===== src/rtl/seq_detect_scheduler.sv =====
// seq_detect_scheduler
//   Shares one serial pattern-detector engine between NREQ requesters.
//   A round-robin arbiter picks one requester per frame. The granted
//   requester's qualified bits are shifted into a history window and
//   compared against a configurable pattern (overlapping matches). The
//   frame ends after cfg_frame_len accepted bits, or early (abort) if the
//   requester drops req.
//
// Ports
//   clk            clock, all state changes on the rising edge
//   rst            asynchronous active-low reset
//   req            per-requester frame request (level, held until done)
//   bit_in         per-requester serial data bit
//   bit_valid      per-requester bit qualifier
//   cfg_we         config write strobe (accepted only while idle)
//   cfg_pattern    pattern; bit [plen-1] is the oldest bit, bit 0 the newest
//   cfg_plen       pattern length; 0 disables detection, 9..15 act as 8
//   cfg_frame_len  bits per frame (0 ends the frame on the first scan cycle)
//   gnt            registered one-hot grant, zero outside a frame
//   match          one-cycle pulse per detected occurrence
//   match_cnt      saturating match count of the current/last frame
//   done           one-cycle pulse at frame end
//   done_id        requester whose frame ended, held until the next done
//   abort          qualifies done: frame ended because req dropped
//   busy           high whenever the engine is not idle
module seq_detect_scheduler #(
  parameter int NREQ = 4,
  localparam int IDW = (NREQ > 1) ? $clog2(NREQ) : 1
) (
  input  logic            clk,
  input  logic            rst,
  input  logic [NREQ-1:0] req,
  input  logic [NREQ-1:0] bit_in,
  input  logic [NREQ-1:0] bit_valid,
  input  logic            cfg_we,
  input  logic [7:0]      cfg_pattern,
  input  logic [3:0]      cfg_plen,
  input  logic [7:0]      cfg_frame_len,
  output logic [NREQ-1:0] gnt,
  output logic            match,
  output logic [7:0]      match_cnt,
  output logic            done,
  output logic [IDW-1:0]  done_id,
  output logic            abort,
  output logic            busy
);

  typedef enum logic [1:0] {
    ST_IDLE = 2'd0,
    ST_SCAN = 2'd1,
    ST_DONE = 2'd2
  } state_t;

  // Lengths above 8 behave as a full 8-bit window.
  function automatic logic [3:0] eff_plen(input logic [3:0] plen);
    logic [3:0] r;
    if (plen > 4'd8) r = 4'd8;
    else             r = plen;
    return r;
  endfunction

  // Mask selecting the newest 'len' bits of the window (len 0..8).
  function automatic logic [7:0] window_mask(input logic [3:0] len);
    return 8'hFF >> (4'd8 - len);
  endfunction

  state_t          state_r, state_s;
  logic [IDW-1:0]  id_r, id_n;
  logic [IDW-1:0]  last_r, last_n;
  logic [7:0]      bit_cnt_r, bit_cnt_n;
  // The oldest bit of the 8-bit window is only needed combinationally,
  // so seven bits are stored and the incoming bit completes the window.
  logic [6:0]      hist_r, hist_n;
  logic [7:0]      cfg_pattern_r;
  logic [3:0]      cfg_plen_r;
  logic [7:0]      cfg_frame_len_r;

  logic [NREQ-1:0] gnt_r, gnt_n;
  logic            match_r, match_n;
  logic [7:0]      match_cnt_r, match_cnt_n;
  logic            done_r, done_n;
  logic [IDW-1:0]  done_id_r, done_id_n;
  logic            abort_r, abort_n;
  logic            busy_r, busy_n;

  logic            win_found_s;
  logic [IDW-1:0]  win_id_s;
  int              idx_s;
  logic            req_id_s, valid_id_s, bit_id_s;
  logic            accept_s, frame_end_s, hit_s;
  logic [7:0]      window_s;
  logic [7:0]      cnt_inc_s;
  logic [3:0]      plen_eff_s;

  // Round-robin search starting at the requester after the last grant.
  always_comb begin
    win_found_s = 1'b0;
    win_id_s    = '0;
    idx_s       = 0;
    for (int k = 0; k < NREQ; k++) begin
      idx_s = int'(last_r) + 1 + k;
      if (idx_s >= NREQ) idx_s = idx_s - NREQ;
      else               idx_s = idx_s;
      if (!win_found_s && req[IDW'(idx_s)]) begin
        win_found_s = 1'b1;
        win_id_s    = IDW'(idx_s);
      end else begin
        win_found_s = win_found_s;
      end
    end
  end

  // Granted requester's inputs, bit acceptance and pattern comparison.
  always_comb begin
    req_id_s    = req[id_r];
    valid_id_s  = bit_valid[id_r];
    bit_id_s    = bit_in[id_r];
    // A zero-length frame accepts nothing; it closes on its first scan cycle.
    accept_s    = (state_r == ST_SCAN) && req_id_s && valid_id_s &&
                  (cfg_frame_len_r != 8'd0);
    window_s    = {hist_r, bit_id_s};
    cnt_inc_s   = bit_cnt_r + 8'd1;
    plen_eff_s  = eff_plen(cfg_plen_r);
    hit_s       = (cfg_plen_r != 4'd0) &&
                  (cnt_inc_s >= {4'd0, plen_eff_s}) &&
                  (((window_s ^ cfg_pattern_r) & window_mask(plen_eff_s)) == 8'd0);
    if (cfg_frame_len_r == 8'd0) frame_end_s = 1'b1;
    else                         frame_end_s = accept_s && (cnt_inc_s == cfg_frame_len_r);
  end

  // State register.
  always_ff @(posedge clk or negedge rst) begin
    if (!rst) state_r <= ST_IDLE;
    else      state_r <= state_s;
  end

  // Next-state logic.
  always_comb begin
    state_s = state_r;
    case (state_r)
      ST_IDLE: begin
        if (win_found_s) state_s = ST_SCAN;
        else             state_s = ST_IDLE;
      end
      ST_SCAN: begin
        if (!req_id_s)        state_s = ST_DONE;
        else if (frame_end_s) state_s = ST_DONE;
        else                  state_s = ST_SCAN;
      end
      ST_DONE: state_s = ST_IDLE;
      default: state_s = ST_IDLE;
    endcase
  end

  // Output and datapath next values.
  always_comb begin
    gnt_n       = gnt_r;
    match_n     = 1'b0;
    match_cnt_n = match_cnt_r;
    done_n      = 1'b0;
    done_id_n   = done_id_r;
    abort_n     = 1'b0;
    busy_n      = (state_s != ST_IDLE);
    bit_cnt_n   = bit_cnt_r;
    hist_n      = hist_r;
    id_n        = id_r;
    last_n      = last_r;
    case (state_r)
      ST_IDLE: begin
        gnt_n = '0;
        if (win_found_s) begin
          gnt_n[win_id_s] = 1'b1;
          id_n        = win_id_s;
          last_n      = win_id_s;
          bit_cnt_n   = 8'd0;
          hist_n      = 7'd0;
          match_cnt_n = 8'd0;
        end else begin
          id_n = id_r;
        end
      end
      ST_SCAN: begin
        if (accept_s) begin
          hist_n    = window_s[6:0];
          bit_cnt_n = cnt_inc_s;
          if (hit_s) begin
            match_n = 1'b1;
            if (match_cnt_r != 8'hFF) match_cnt_n = match_cnt_r + 8'd1;
            else                      match_cnt_n = match_cnt_r;
          end else begin
            match_n = 1'b0;
          end
        end else begin
          hist_n = hist_r;
        end
        if (state_s == ST_DONE) begin
          gnt_n     = '0;
          done_n    = 1'b1;
          done_id_n = id_r;
          abort_n   = !req_id_s;
        end else begin
          gnt_n = gnt_r;
        end
      end
      ST_DONE: gnt_n = '0;
      default: gnt_n = '0;
    endcase
  end

  // Output, history and arbitration registers.
  always_ff @(posedge clk or negedge rst) begin
    if (!rst) begin
      gnt_r       <= '0;
      match_r     <= 1'b0;
      match_cnt_r <= 8'd0;
      done_r      <= 1'b0;
      done_id_r   <= '0;
      abort_r     <= 1'b0;
      busy_r      <= 1'b0;
      bit_cnt_r   <= 8'd0;
      hist_r      <= 7'd0;
      id_r        <= '0;
      // Pointing at the last requester makes requester 0 win first.
      last_r      <= IDW'(NREQ - 1);
    end else begin
      gnt_r       <= gnt_n;
      match_r     <= match_n;
      match_cnt_r <= match_cnt_n;
      done_r      <= done_n;
      done_id_r   <= done_id_n;
      abort_r     <= abort_n;
      busy_r      <= busy_n;
      bit_cnt_r   <= bit_cnt_n;
      hist_r      <= hist_n;
      id_r        <= id_n;
      last_r      <= last_n;
    end
  end

  // Configuration is captured only while idle so a running frame is stable.
  always_ff @(posedge clk or negedge rst) begin
    if (!rst) begin
      cfg_pattern_r   <= 8'b0000_0101;
      cfg_plen_r      <= 4'd3;
      cfg_frame_len_r <= 8'd8;
    end else if (cfg_we && (state_r == ST_IDLE)) begin
      cfg_pattern_r   <= cfg_pattern;
      cfg_plen_r      <= cfg_plen;
      cfg_frame_len_r <= cfg_frame_len;
    end else begin
      cfg_pattern_r   <= cfg_pattern_r;
      cfg_plen_r      <= cfg_plen_r;
      cfg_frame_len_r <= cfg_frame_len_r;
    end
  end

  assign gnt       = gnt_r;
  assign match     = match_r;
  assign match_cnt = match_cnt_r;
  assign done      = done_r;
  assign done_id   = done_id_r;
  assign abort     = abort_r;
  assign busy      = busy_r;

endmodule


===== config.mk =====
export PLATFORM = sky130hd
export DESIGN_NAME = seq_detect_scheduler
export DESIGN_NICKNAME = d
export VERILOG_FILES = /design/src/rtl/seq_detect_scheduler.sv
export SDC_FILE = /design/constraint.sdc
export NUM_CORES = 1
export LEC_CHECK = 0
export ABC_CLOCK_PERIOD_IN_PS = 2400
export BUFFER_PORTS_ARGS = -buffer_cell sky130_fd_sc_hd__buf_2
export CORE_ASPECT_RATIO = 1.5
export CORE_MARGIN = 2
export CORE_UTILIZATION = 51
export DETAILED_ROUTE_END_ITERATION = 10
export PLACE_DENSITY = 0.76
export SLEW_MARGIN = 25
export SYNTH_ARGS = -nofsm -noshare
export SYNTH_HDL_FRONTEND = slang
export SYNTH_SLANG_ARGS = --single-unit

===== constraint.sdc =====
create_clock -name clk -period 2.4 [get_ports clk]
set_clock_uncertainty 0.05 [all_clocks]
set_input_delay 0.48 -clock clk [delete_from_list [all_inputs] [get_ports clk]]
set_output_delay 0.48 -clock clk [all_outputs]
set_load 0.02 [all_outputs]

### Yosys cells after proc, flatten, opt, wreduce, memory -nomap -nowiden

Index checks and enable logic that the tools add are counted.

* input bits: 35
* word-level logic and storage cells: 135
* bits in registers: 59
* output and inout port bits: 18

* shift operators: 1
* reductions and logical operators: 26
* bitwise logic cells: 2
* equality and inequality tests: 9
* order comparisons: 13
* mux-type cells: 58
* add/subtract/negate cells: 11

Operators by type and width (count)
* 8-bit two-way mux: 5
* 8-bit one-hot mux with 2 select lines: 2
* 1-bit two-way mux: 25
* 2-bit two-way mux: 10
* 8-bit by 1-bit adder with 8-bit output (second input constant): 2
* 8-bit logical NOT: 2
* 2-bit by 4-bit less-than comparator with 1-bit output (second input constant): 4
* 1-bit binary-select mux with 2-bit select: 7
* 7-bit two-way mux: 2
* 7-bit one-hot mux with 2 select lines: 1
* 4-bit by 3-bit greater-or-equal comparator with 1-bit output (second input constant): 3
* 4-bit two-way mux: 3
* 1-bit logical AND: 11
* 3-bit by 2-bit adder with 4-bit output (second input constant): 2
* 8-bit bitwise AND: 1
* 8-bit equality test: 1
* 8-bit by 4-bit greater-or-equal comparator with 1-bit output: 1
* 8-bit != test (second input constant): 1
* 4-bit one-hot mux with 2 select lines: 1
* 8-bit nonzero test: 1
* 8-bit by 4-bit >> shifter with 8-bit output (first input constant): 1
* 2-bit by 1-bit subtractor with 2-bit output (second input constant): 4
* 8-bit XOR: 1
* 2-bit by 3-bit less-than comparator with 1-bit output (second input constant): 2
* 19 further kinds: 27

### Depth between registers and ports, before layout

Gate-level depths: netlist (run 1).

* depth in word-level cells: 22
* mapped depth: 11
* depth with buffers taken out: 11

### Worst setup path before layout (run 1)

Ideal clock, no wire load.

* kind: register -> register
* start point: reg cfg_plen_r[1]
* end point: reg match_cnt_r[0], in the netlist match_cnt[0]
* period minus slack after synthesis: 2.510 ns
* path slack: -0.110 ns
* data required time: 2.214 ns
* library setup time: 0.136 ns
* arrival time: 2.324 ns
* buffers on the path: 0
* stages on the path, launching flop included: 11
* cell sequence: dfstp_2 > nand2_1 > ha_1 > ha_1 > nand2_1 > a22o_1 > a2111oi_0 > nand4_1 > inv_2 > o21ai_0 > mux2i_1

* cells in the longest elaborated chain, start to end: 9
* elaborated cells between the ends (all ways): 12
* those cells by class: 1 x add/sub; 2 x order compare; 1 x eq/ne; 1 x shift; 1 x mux; 1 x bitwise; 5 x reduce/logical

Ends and longest elaborated chain
* start, declared: RTL line 75 `logic [3:0] cfg_plen_r;`
* start signal, assigned: RTL line 248 `cfg_plen_r <= cfg_plen;`
* start signal, assigned: RTL line 252 `cfg_plen_r <= cfg_plen_r;`
* 4-bit greater-than comparator: RTL line 57 `if (plen > 4'd8) r = 4'd8;`
* 4-bit two-way mux: RTL line 57
* 4-bit subtractor: RTL line 64 `return 8'hFF >> (4'd8 - len);`
* 8-bit by 4-bit >> shifter with 8-bit output: RTL line 64
* 8-bit bitwise AND: RTL line 126 `(((window_s ^ cfg_pattern_r) & window_mask(plen_eff_s)) == 8'd0);`
* 8-bit logical NOT: RTL line 126
* 1-bit logical AND (*): RTL line 125 `(cnt_inc_s >= {4'd0, plen_eff_s}) &&`
* 2-bit != test (no line) (*)
* 5-bit AND reduction (no line) (*)
* end signal, assigned: RTL line 228 `match_cnt_r <= match_cnt_n;`
* end, declared: RTL line 80 `logic [7:0] match_cnt_r, match_cnt_n;`

Mark *: on every way between the ends. The rest lies on a longest branch, timed or not.
A chain may end at the register's enable or synchronous reset.

### Worst setup path in the final report (run 1)

* start point: reg cfg_plen_r[0]
* end point: reg match_cnt_r[3], in the netlist match_cnt[3]

The elaborated chain is that of the path after synthesis.

==> results of run 1 <==
-- Yosys cell counts, types with 4 or more instances --
library cell,number,share of area
xnor2_1,10,0.028
a21oi_1,9,0.014
xor2_1,8,0.022
mux2i_1,7,0.022
o21ai_0,21,0.033
dfrtp_1,52,0.41
inv_1,12,0.014
nand2_1,37,0.044
mux2_2,19,0.068
nand4_1,5,0.0099
dfstp_2,7,0.058
a31oi_1,4,0.0079
nand2b_1,4,0.0079
nor2_1,17,0.020
ha_1,9,0.036
clkbuf_1,7,0.0083
nand3_1,15,0.024
-- cell type report --
class	count	area, sq um	area share
Clock buffer	11	141.4	0.03390
Clock inverter	5	52.55	0.01260
Inverter	13	53.80	0.01290
Multi-Input combinational cell	221	1758	0.4215
Sequential cell	59	1488	0.3567
Tap cell	74	92.59	0.02220
Timing Repair Buffer	91	576.8	0.1383
Timing Repair inverter	1	7.507	0.001800
-- per-stage QoR --
stage	utilization	hold slack (ns)	worst slack [ns]	setup TNS (ns)
after detailed placement	0.6197	0.4335	-0.2412	-1.727
after global placement	0.6197	0.4189	-0.1570	-1.171
after CTS	0.6685	0.08200	-0.1827	-1.024
after global routing	0.6901	0.07881	-0.2180	-1.897
final	0.6901	0.06573	-0.1788	-0.7305
after floorplan	-	0.1344	0.007855	0
-- worst max-delay path: cells and delay by family (launching register included) --
kind | cells | cell delay [ns]
AOI/OAI and AO/OA | 3 | 0.71
and+or+nand+nor | 4 | 0.59
DFF | 1 | 0.56
adders and majority gates | 2 | 0.42
buffers and inverters | 1 | 0.18
-- power by group --
group | switching (mW) | total, mW | internal [mW]
registers | 0.236 | 1.60 | 1.36
logic | 1.29 | 2.59 | 1.31
clock network | 0.402 | 0.904 | 0.502
total | 1.92 | 5.09 | 3.17
-- layout by cell type, fill, tap and decap left out, types with 2 or more instances in the layout --
| cell type | instances |
|---|---|
| ha_4 | 3 |
| and3_1 | 3 |
| xnor2_1 | 9 |
| buf_4 | 35 |
| mux2_2 | 19 |
| ha_1 | 6 |
| a21oi_2 | 3 |
| mux2i_1 | 7 |
| dfrtp_2 | 2 |
| nand2_4 | 2 |
| nand3_1 | 15 |
| a21o_1 | 3 |
| a31o_2 | 2 |
| a22o_1 | 3 |
| a2111oi_4 | 3 |
| clkinvlp_4 | 2 |
| a31oi_1 | 4 |
| nor3_1 | 3 |
| nand2b_1 | 4 |
| nor2b_1 | 3 |
| nand4_1 | 5 |
| nor2_1 | 17 |
| a21oi_1 | 6 |
| clkinv_2 | 3 |
| clkbuf_8 | 10 |
| mux2_4 | 2 |
| or4_1 | 3 |
| o21a_1 | 2 |
| o21ai_0 | 20 |
| dfrtp_1 | 50 |
| dfstp_2 | 7 |
| inv_2 | 2 |
| nand2_1 | 34 |
| inv_1 | 10 |
| xor2_1 | 7 |
| o21ai_4 | 2 |
| nand4b_1 | 2 |
| buf_6 | 3 |
| a32o_1 | 2 |
| buf_2 | 52 |
-- sequential cells by signal, indices dropped and copies added (netlist names), 2 cells and up --
register,flops
cfg_pattern_r,8
state_r,2
cfg_frame_len_r,8
bit_cnt_r,8
match_cnt,8
cfg_plen_r,4
last_r,2
gnt,4
id_r,2
hist_r,7
done_id,2
-- cells by family after synthesis --
family / count (synthesis)
simple gates: 103
buf+inv: 25
compound gates: 62
fa+ha+maj: 9
mux: 29
xor+xnor: 18
flops: 59
-- routing by layer --
metal / routed length (um) / vias to the layer above / track usage
li1: - / 1284 / -
met1: 2758 / 1338 / 0.2598
met2: 4071 / 98 / 0.4033
met3: 383 / 30 / 0.07063
met4: 348 / 0 / 0.1308
met5: 0 / - / 0
-- worst max-delay path by stage --
stage | from | endpoint | slack, ns | cells past startpoint
4_1_cts | cfg_plen_r[0]$_DFFE_PN1P_ | match_cnt[3]$_DFFE_PN0P_ | -0.18 | 10
5_1_grt | cfg_plen_r[1]$_DFFE_PN1P_ | match_cnt[3]$_DFFE_PN0P_ | -0.22 | 10
3_5_place_dp | cfg_plen_r[0]$_DFFE_PN1P_ | match_cnt[6]$_DFFE_PN0P_ | -0.24 | 10
6_report | cfg_plen_r[0]$_DFFE_PN1P_ | match_cnt[3]$_DFFE_PN0P_ | -0.18 | 10
3_3_place_gp | cfg_plen_r[0]$_DFFE_PN1P_ | match_cnt[5]$_DFFE_PN0P_ | -0.16 | 10
2_1_floorplan | bit_cnt_r[0]$_DFFE_PN0P_ | done_id[0]$_DFFE_PN0P_ | 0.008 | 8
-- timing repair --
action                                  4_1_cts  5_1_grt
gates cloned                                  1        0
hold endpoints to repair                      0        0
gates resized for setup                      19       17
endpoints found under the setup margin       13       20
pin swaps                                     8        7
buffers inserted                              3        5
==> impl_summary.txt, run 1 <==
----------------------------------------------------
[Status]
  Run status ... finished with violations
  Failing checks ... setup timing

[Power and ir drop]
  Power density over the cells ... 1222 nW/um^2
  Power consumption ... approximately 5 mW
  Static power due to leakage ... 1.976 nW
  Peak VDD IR ... 0.0008522 V

[Timing]
  Relative slew slack ... 0.6564
  Final hold vios ... 0
  Slew Limit Fails ... 0
  Fmax ... 387.8 MHz
  Setup repair after global routing missed its margin ... yes
  Slew at the pin with the worst max-slew slack ... 0.5024 ns
  Post-route clock period utilization ... 1.074
  Final setup violation count ... 14
  Worst-case setup margin in the final layout ... -0.1788 ns
  Post-route minimum period ... 2.579 ns

[Critical path]
  Largest stage delay, worst path ... 0.56 ns
  Depth of the most critical reg-to-reg path ... 10
  Crit Path Class ... flip-flop to flip-flop
  Critical-path top delay cell ... dfstp_2
  Endpoint class of the critical path ... flip-flop
  Cells along the critical path ... nand2_4 > ha_4 > ha_4 > nand2_2 > a22o_1 > a2111oi_4 > nand4_1 > buf_6 > or3_1 > a21oi_2
  Worst R2R Setup Slack ... -0.18 ns
  Worst EP arrival ... between 2 and 3 ns
  R2r endpoint ... match_cnt[3]$_DFFE_PN0P_
  Startpoint Class ... flip-flop
  Most frequent cell on the critical path ... ha_4
  Crit Path Max Fanout ... 5
  Required time of the worst setup path ... roughly 2.6 ns
  Worst flop-to-flop path startpoint ... cfg_plen_r[0]$_DFFE_PN1P_

[Final layout]
  Fraction of final layout cells with drive strength greater than 1 ... 0.4214
  Fin cells ... ~480
  Layout Nets ... 440
  Post-Layout Inst Area ... approximately 4200 sq um
  Count of filler cells inserted in the layout ... 436
  Ant diodes ... 0
  Synth-to-layout area growth ... 32.26%

[Drt]
  Antenna-violating nets left ... 0
  Via density per instance ... 5.789
  Via count ... 2750
  Number of optimization iterations in the first detailed-route pass ... 5
  Total Routed Length ... 7561 um
  Number of remaining DRC errors ... 0
  Detailed-route wire length per cell ... 15.92 um
  Detailed Route Iter0 Violations ... ~150

[Clock network]
  Root buffer selected by CTS ... clkbuf_8
  TritonCTS clock tree ... done
  Clock-pin slew of the registers on the worst-case setup and hold paths ... 0.07 ns
  Post-CTS Hold Buffers ... 0
  Number of H-tree branching levels ... 3
  Num CTS Buffers ... 9
  Insertion delay to the later sink of the worst-skew pair ... between 0.3 and 0.4 ns
  TritonCTS sink count ... slightly below 60
  Clk buf depth ... 2

[Logic synthesis]
  Nets in the synthesized netlist ... 349
  Multiplexer fraction of the synthesized cell area ... 0.1044
  Fraction of registers with async set/reset ... 1.000
  Portion of the post-synthesis area used by sequential elements ... 0.4710
  Flop and latch count out of synthesis ... 59
  Number of instances in the synthesized netlist ... 305
  Avg Synthesized Cell Area ... a little over 10 sq um
  Number of synthesized flops with an enable pin ... 0
  Post-synthesis share of cell area spent on xor and xnor gates ... 0.05000
  Main combinational cell family by area after synthesis ... simple AND/OR/NAND/NOR gates
  Synth Flop Type ... dfrtp_1
  Simple-gate share of the synthesized area ... 0.1651
  Compound-Gate Fraction of Synth Area ... 0.1393
  Yosys cell types ... 54
  Adder and majority gate portion of the synthesized area ... 0.03571
  Post-synth design cell area ... 3153 sq um
  Number of synthesis warnings ... 0

[Floorplan]
  Die ar. ... between 6000 and 7000 sq um
  I/O Pins ... 53
  Width of the die ... slightly below 70 um
  Initial standard-cell utilization of the core ... 0.5217
  Std-Cell Rows ... 35
  Y dimension of the die ... 100.3 um
  Core Footprint ... between 6000 and 7000 sq um

[Global routing]
  Wire length of the first global-routing pass ... 12030 um
  Maximum number of pins on one net before global-route repair ... 60
  Total grt overflow ... 0
  Via count of the first global-routing pass ... 2687
  Initial antenna violation count ... 0
  GR Util All Layers ... 0.2387

[Placement]
  Buffers on Ports ... 52
  Final GP Congestion ... 0.9088
  Placed instance area ... 3745 sq um
  Placed instance count ... ~450
  HPWL after DPL ... 5153 um

[Worst hold path]
  Path type of the worst min-delay path ... input pin to asynchronous set/reset pin

[Flow run]
  # Max-Cap Violations ... 0

----------------------------------------------------
Power figures use the tool's default switching activity.
==> inputs of run 2 (changes only) <==
--- a/config.mk
+++ b/config.mk
@@ -11,8 +11,9 @@
 export CORE_MARGIN = 2
 export CORE_UTILIZATION = 51
 export DETAILED_ROUTE_END_ITERATION = 10
+export MAX_ROUTING_LAYER = met4
 export PLACE_DENSITY = 0.76
-export SLEW_MARGIN = 25
+export SLEW_MARGIN = 10
 export SYNTH_ARGS = -nofsm -noshare
 export SYNTH_HDL_FRONTEND = slang
 export SYNTH_SLANG_ARGS = --single-unit
==> run 2 against run 1 <==
Effect of this change: the run still ends with setup timing left; design area is the same; flip-flop and latch count is the same; utilization is the same; total power shrank 0.18%; critical path depth is the same; sequential share of layout area is the same; combinational power is essentially flat; critical path type unchanged; largest cell class unchanged.
==> impl_summary.txt, run 2 (synthesis results as in run 1) <==
----------------------------------------------------
[Clock network]
  Clk buf depth ... 2 (unchanged)
  Insertion delay to the later sink of the worst-skew pair ... 0.35 ns (about the same)
  Number of H-tree branching levels ... 3 (unchanged)
  Root buffer selected by CTS ... clkbuf_8 (unchanged)
  Num CTS Buffers ... 9 (unchanged)
  TritonCTS sink count ... 59 (unchanged)
  Post-CTS Hold Buffers ... 0 (unchanged)
  Clock-pin slew of the registers on the worst-case setup and hold paths ... 0.07 ns (about the same)
  TritonCTS clock tree ... done (unchanged)

[Floorplan]
  Initial standard-cell utilization of the core ... 0.5217 (unchanged)
  Std-Cell Rows ... 35 (unchanged)
  Core Footprint ... 6043 sq um (unchanged)
  Y dimension of the die ... 100.3 um (unchanged)
  Width of the die ... 68.20 um (unchanged)
  I/O Pins ... 53 (unchanged)
  Die ar. ... 6840 sq um (unchanged)

[Power and ir drop]
  Power density over the cells ... 1219 nW/um^2 (was 1222 nW/um^2)
  Clk pwr share ... 0.176 (was 0.178)
  Internal power consumption ... 3.169 mW (was 3.170 mW)
  Logic pwr share ... 0.510 (was 0.509)
  Net switching power ... 1.916 mW (was 1.924 mW)
  Static power due to leakage ... 1.976 nW (unchanged)
  Share of total power consumed by net switching ... 0.3768 (was 0.3777)
  Proportion of power drawn by flip-flops and latches ... 0.314 (was 0.313)
  Peak VDD IR ... 0.0008494 V (was 0.0008522 V)

[Critical path]
  Worst EP arrival ... 2.80 ns (was 2.81 ns)
  Startpoint Class ... flip-flop (unchanged)
  Endpoint class of the critical path ... flip-flop (unchanged)
  Required time of the worst setup path ... 2.63 ns (about the same)
  Crit Path Max Fanout ... 5 (unchanged)
  Crit Path Class ... flip-flop to flip-flop (unchanged)

[Placement]
  Pre-CTS setup slack ... -0.2412 ns (unchanged)
  Final GP Congestion ... 0.9245 (was 0.9088)
  Buffers on Ports ... 52 (unchanged)
  Placed instance area ... 3745 sq um (unchanged)
  HPWL after DPL ... 5153 um (unchanged)

[Timing]
  Relative slew slack ... 0.6562 (was 0.6564)
  Post-route minimum period ... 2.569 ns (was 2.579 ns)
  Fmax ... 389.3 MHz (was 387.8 MHz)
  Slew Limit Fails ... 0 (unchanged)
  Final hold vios ... 0 (unchanged)
  Worst-case setup margin in the final layout ... -0.1690 ns (was -0.1788 ns)
  Setup repair after global routing missed its margin ... yes (unchanged)
  Final setup violation count ... 14 (unchanged)
  Slew at the pin with the worst max-slew slack ... 0.5027 ns (was 0.5024 ns)
  Post-route clock period utilization ... 1.070 (was 1.074)

[Final layout]
  Commonest cells after routing, fill and taps aside ... 52 x buf_2, 50 x dfrtp_1, 35 x buf_4, 34 x nand2_1, 20 x o21ai_0 (unchanged)
  Layout Nets ... 440 (unchanged)
  Fraction of final layout cells with drive strength greater than 1 ... 0.4214 (unchanged)
  Most common cell after layout, fill and taps aside ... buf_2 (unchanged)
  Post-Layout Inst Area ... 4170 sq um (unchanged)
  Sequential cell area ... 1488 sq um (unchanged)
  Multi-input gate area in the final layout ... 1758 sq um (unchanged)
  Count of filler cells inserted in the layout ... 436 (unchanged)
  Ant diodes ... 0 (unchanged)
  Synth-to-layout area growth ... 32.26% (unchanged)

[Drt]
  Detailed-route wire length per cell ... 15.84 um (was 15.92 um)
  Via count ... 2736 (was 2750)
  Total Routed Length ... 7526 um (was 7561 um)
  Number of remaining DRC errors ... 0 (unchanged)
  Antenna-violating nets left ... 0 (unchanged)
  Via density per instance ... 5.760 (was 5.789)
  Detailed Route Iter0 Violations ... 149 (was 151)
  Number of optimization iterations in the first detailed-route pass ... 6 (was 5)

[Flow run]
  # Max-Cap Violations ... 0 (unchanged)

[Global routing]
  Maximum number of pins on one net before global-route repair ... 60 (unchanged)
  Total grt overflow ... 0 (unchanged)
  GR Util All Layers ... 0.2453 (was 0.2387)
  Initial antenna violation count ... 0 (unchanged)
  Via count of the first global-routing pass ... 2693 (was 2687)
  Wire length of the first global-routing pass ... 12030 um (about the same)

[Worst hold path]
  Path type of the worst min-delay path ... input pin to asynchronous set/reset pin (unchanged)

[Status]
  Failing checks ... setup timing (unchanged)
  Run status ... finished with violations (unchanged)

----------------------------------------------------
## run 2: through the flow
stage / instances / utilization / hold WS (ns) / setup TNS (ns) / power (mW)
3_5_place_dp: 451 / 0.6197 / 0.4335 / -1.727 / 3.723
3_3_place_gp: 451 / 0.6197 / 0.4189 / -1.171 / 3.645
2_1_floorplan: 305 / - / 0.1344 / 0 / 2.983
5_1_grt: 475 / 0.6901 / 0.08049 / -2.059 / 5.415
6_report: 475 / 0.6901 / 0.06489 / -0.7191 / 5.085
4_1_cts: 471 / 0.6685 / 0.08200 / -1.024 / 4.784
## run 2: metal layers
layer / up-vias / track usage / routed length [um]
met3: 28 / 0.06390 / 361
li1: 1281 / - / -
met4: 0 / 0.1400 / 321
met5: - / - / 0
met1: 1337 / 0.2591 / 2739
met2: 90 / 0.4033 / 4104
## run 2: worst paths after layout
kind / cells after the start / slack, ns / start / to
worst max-delay path: 10 / -0.17 / cfg_plen_r[0]$_DFFE_PN1P_ / match_cnt[3]$_DFFE_PN0P_
worst min-delay path: 2 / 0.06 / rst / gnt[3]$_DFFE_PN0P_
worst max register to register: 10 / -0.17 / cfg_plen_r[0]$_DFFE_PN1P_ / match_cnt[3]$_DFFE_PN0P_
worst min register to register: 1 / 0.44 / gnt[1]$_DFFE_PN0P_ / gnt[1]$_DFFE_PN0P_
max in group asynchronous: 2 / 1.91 / rst / cfg_frame_len_r[3]$_DFFE_PN1P_
min in group clk: 3 / 0.30 / cfg_plen[3] / cfg_plen_r[3]$_DFFE_PN0P_
## run 2: power by group through the flow
stage                     sequential, mW  combinational (mW)  clock (mW)
after floorplan                     1.66                1.32           0
after global placement              1.58                2.06           0
after detailed placement            1.60                2.12           0
after CTS                           1.59                2.28       0.912
after global routing                1.63                2.81       0.968
final                               1.60                2.59       0.897
## run 2: repair_timing
item,CTS,global route
endpoints found under the setup margin,13,20
setup buffers,3,5
resized for setup,19,17
cloned,1,0
pin swaps,8,7
## run 2: cell type report
type | count | area share
timing repair buffer | 91 | 0.1383
clock inverter | 5 | 0.01260
timing repair inverter | 1 | 0.001800
sequential | 59 | 0.3567
tap | 74 | 0.02220
multi-input combinational | 221 | 0.4215
inverter | 13 | 0.01290
clock buffer | 11 | 0.03390
## run 2: worst max-delay path: stages (launching register included)
cell,delay [ns]
dfstp_2,0.56
nand2_4,0.06
ha_4,0.16
ha_4,0.26
nand2_2,0.04
a22o_1,0.23
a2111oi_4,0.33
nand4_1,0.15
buf_6,0.18
or3_1,0.34
a21oi_2,0.15
==> inputs of run 3 (changes only) <==
--- a/config.mk
+++ b/config.mk
@@ -7,13 +7,13 @@
 export LEC_CHECK = 0
 export ABC_CLOCK_PERIOD_IN_PS = 2400
 export BUFFER_PORTS_ARGS = -buffer_cell sky130_fd_sc_hd__buf_2
-export CORE_ASPECT_RATIO = 1.5
+export CORE_ASPECT_RATIO = 0.6
 export CORE_MARGIN = 2
 export CORE_UTILIZATION = 51
 export DETAILED_ROUTE_END_ITERATION = 10
 export MAX_ROUTING_LAYER = met4
-export PLACE_DENSITY = 0.76
-export SLEW_MARGIN = 10
+export PLACE_DENSITY_LB_ADDON = 0.3
+export SLEW_MARGIN = 25
 export SYNTH_ARGS = -nofsm -noshare
 export SYNTH_HDL_FRONTEND = slang
 export SYNTH_SLANG_ARGS = --single-unit
==> run 3 against run 2 <==
Effect of this change: the flow still finishes with violations (setup timing); routed wire length rose by 0.32%; count of clock-buffer cells in the layout decreased by 2; first-iteration DRC count shrank 46%; clock power shrank 7.0%; hold slack got worse by 0.028 ns; die area is 0.11% higher; utilization shrank 1.3 points; design area is 1.7% lower; setup slack got worse by 0.083 ns; sequential power barely moved; global-route usage shrank 0.80 points; critical endpoint is now match_cnt[7]$_DFFE_PN0P_.
==> impl_summary.txt, run 3 (synthesis results as in run 1) <==
----------------------------------------------------
[Critical path]
  Cells along the critical path ... nand2_2 > ha_4 > ha_4 > nand2_2 > a22o_1 > a2111oi_2 > nand4_1 > buf_6 > buf_4 > clkinvlp_4 > nand4b_1 > a21oi_2 (was nand2_4 > ha_4 > ha_4 > nand2_2 > a22o_1 > a2111oi_4 > nand4_1 > buf_6 > or3_1 > a21oi_2)
  Worst EP arrival ... 2.88 ns (was 2.80 ns)
  Worst flop-to-flop path startpoint ... cfg_plen_r[1]$_DFFE_PN1P_ (was cfg_plen_r[0]$_DFFE_PN1P_)
  Endpoint class of the critical path ... flip-flop (unchanged)
  Worst R2R Setup Slack ... -0.25 ns (was -0.17 ns)
  Depth of the most critical reg-to-reg path ... 12 (was 10)
  CP Buf/Inv Count ... 3 (was 1)
  Kind of cell with the highest combined delay on the critical path ... compound AO/OA/AOI/OAI gates (unchanged)
  Required time of the worst setup path ... 2.63 ns (about the same)
  Critical-path top delay cell ... dfstp_2 (unchanged)
  Crit Path Max Fanout ... 5 (unchanged)
  Crit Path Class ... flip-flop to flip-flop (unchanged)
  Largest stage delay, worst path ... 0.55 ns (was 0.56 ns)
  R2r endpoint ... match_cnt[7]$_DFFE_PN0P_ (was match_cnt[3]$_DFFE_PN0P_)
  Startpoint Class ... flip-flop (unchanged)

[Drt]
  Via count ... 2662 (was 2736)
  Detailed-route wire length per cell ... 15.70 um (was 15.84 um)
  Length of routed met3 wiring ... 454 um (was 361 um)
  Antenna-violating nets left ... 0 (unchanged)
  Detailed Route Iter0 Violations ... 81 (was 149)
  Met1 wire length ... 3595 um (was 2739 um)
  Uppermost layer routed ... met4 (unchanged)
  Via density per instance ... 5.534 (was 5.760)
  Number of remaining DRC errors ... 0 (unchanged)
  Number of optimization iterations in the first detailed-route pass ... 4 (was 6)
  Detailed route wirelength on metal2 ... 3375 um (was 4104 um)
  Total Routed Length ... 7550 um (was 7526 um)

[Global routing]
  Total grt overflow ... 0 (unchanged)
  Initial antenna violation count ... 0 (unchanged)
  GR Util All Layers ... 0.2372 (was 0.2453)
  Wire length of the first global-routing pass ... 12140 um (was 12030 um)
  Maximum number of pins on one net before global-route repair ... 29 (was 60)
  Via count of the first global-routing pass ... 2466 (was 2693)

[Final layout]
  Commonest cells after routing, fill and taps aside ... 52 x buf_2, 51 x dfrtp_1, 33 x nand2_1, 32 x buf_4, 20 x o21ai_0 (was 52 x buf_2, 50 x dfrtp_1, 35 x buf_4, 34 x nand2_1, 20 x o21ai_0)
  Fin cells ... 481 (was 475)
  Fraction of final layout cells with drive strength greater than 1 ... 0.4156 (was 0.4214)
  Multi-input gate area in the final layout ... 1720 sq um (was 1758 sq um)
  Ant diodes ... 0 (unchanged)
  Sequential cell area ... 1486 sq um (was 1488 sq um)
  Count of filler cells inserted in the layout ... 479 (was 436)
  Most common cell after layout, fill and taps aside ... buf_2 (unchanged)
  Layout Nets ... 436 (was 440)
  Synth-to-layout area growth ... 30.00% (was 32.26%)

[Placement]
  Pre-CTS setup slack ... -0.2440 ns (was -0.2412 ns)
  Buffers on Ports ... 52 (unchanged)
  Placed instance count ... 461 (was 451)
  Final GP Congestion ... 0.9281 (was 0.9245)
  HPWL after DPL ... 5537 um (was 5153 um)

[Clock network]
  Insertion delay to the later sink of the worst-skew pair ... 0.35 ns (about the same)
  Clk buf depth ... 2 (unchanged)
  Number of H-tree branching levels ... 3 (unchanged)
  TritonCTS clock tree ... done (unchanged)
  TritonCTS sink count ... 59 (unchanged)
  Root buffer selected by CTS ... clkbuf_8 (unchanged)
  Post-CTS Hold Buffers ... 0 (unchanged)
  Num CTS Buffers ... 9 (unchanged)
  Clock-pin slew of the registers on the worst-case setup and hold paths ... 0.08 ns (was 0.07 ns)

[Timing]
  Slew at the pin with the worst max-slew slack ... 0.6559 ns (was 0.5027 ns)
  Final setup violation count ... 9 (was 14)
  Final hold vios ... 0 (unchanged)
  Setup repair after global routing missed its margin ... yes (unchanged)
  Post-route clock period utilization ... 1.105 (was 1.070)
  Fmax ... 377.1 MHz (was 389.3 MHz)
  Worst-case setup margin in the final layout ... -0.2518 ns (was -0.1690 ns)
  Slew Limit Fails ... 0 (unchanged)
  Post-route minimum period ... 2.652 ns (was 2.569 ns)
  Relative slew slack ... 0.5627 (was 0.6562)

[Floorplan]
  Core Footprint ... 6056 sq um (was 6043 sq um)
  Initial standard-cell utilization of the core ... 0.5207 (was 0.5217)
  Y dimension of the die ... 64.91 um (was 100.3 um)
  I/O Pins ... 53 (unchanged)
  Std-Cell Rows ... 22 (was 35)
  Die ar. ... 6848 sq um (was 6840 sq um)
  Width of the die ... 105.5 um (was 68.20 um)

[Status]
  Failing checks ... setup timing (unchanged)
  Run status ... finished with violations (unchanged)

[Worst hold path]
  Path type of the worst min-delay path ... input pin to asynchronous set/reset pin (unchanged)

[Power and ir drop]
  Power density over the cells ... 1158 nW/um^2 (was 1219 nW/um^2)
  Static power due to leakage ... 1.927 nW (was 1.976 nW)
  Peak VDD IR ... 0.0006762 V (was 0.0008494 V)

[Flow run]
  # Max-Cap Violations ... 0 (unchanged)

----------------------------------------------------
==> run 3: repair_timing <==
item | 4_1_cts | 5_1_grt
endpoints found under the setup margin | 13 | 11
endpoints found under the hold margin | 0 | 0
gates cloned | 1 | 0
setup buffers | 3 | 1
pin swaps | 8 | 3
resized for setup | 18 | 10
==> run 3: routing by layer <==
metal,track usage,up-vias
li1,-,1273
met1,0.3234,1294
met2,0.3492,81
met3,0.06036,14
met4,0.07895,0
met5,-,-
==> run 3: power breakdown <==
group | switching, mW | total (mW) | internal, mW
registers | 0.248 | 1.61 | 1.36
logic | 1.17 | 2.31 | 1.14
clock network | 0.447 | 0.834 | 0.387
==> run 3: worst reg2reg max path: cells and delay by family (launching register included) <==
kind | cells | cell delay [ns]
simple gates | 4 | 0.42
fa+ha+maj | 2 | 0.42
buf+inv | 3 | 0.43
compound gates | 3 | 0.71
flops | 1 | 0.55
==> run 3: how the worst max path moves through the flow <==
stage                                     endpoint                       from  slack [ns]  depth (start not counted)
after floorplan             done_id[0]$_DFFE_PN0P_   bit_cnt_r[0]$_DFFE_PN0P_       0.008                          8
after global placement    match_cnt[5]$_DFFE_PN0P_  cfg_plen_r[0]$_DFFE_PN1P_       -0.15                         10
after detailed placement  match_cnt[6]$_DFFE_PN0P_  cfg_plen_r[0]$_DFFE_PN1P_       -0.24                         10
after CTS                 match_cnt[3]$_DFFE_PN0P_  cfg_plen_r[0]$_DFFE_PN1P_       -0.16                         10
after global routing      match_cnt[7]$_DFFE_PN0P_  cfg_plen_r[1]$_DFFE_PN1P_       -0.35                         12
final                     match_cnt[7]$_DFFE_PN0P_  cfg_plen_r[1]$_DFFE_PN1P_       -0.25                         12
==> run 3: cell type report <==
class                      count  area share
tap                           84     0.02564
clock buffer                   9     0.03022
inverter                      13     0.01313
timing repair buffer          87      0.1325
timing repair inverter         1    0.001832
multi-input combinational    221      0.4197
clock inverter                 7     0.01435
sequential                    59      0.3626
==> run 3: stage by stage <==
| step | hold slack, ns | util | cell area, sq um | total power, mW | TNS (ns) |
|---|---|---|---|---|---|
| after floorplan | 0.1344 | - | 3203 | 2.983 | 0 |
| after global placement | 0.4171 | 0.6205 | 3757 | 3.619 | -1.009 |
| after detailed placement | 0.4213 | 0.6205 | 3757 | 3.710 | -1.868 |
| after CTS | 0.04777 | 0.6676 | 4043 | 4.741 | -0.5050 |
| after global routing | 0.06605 | 0.6769 | 4099 | 5.041 | -1.836 |
| final | 0.03650 | 0.6769 | 4099 | 4.748 | -0.9696 |
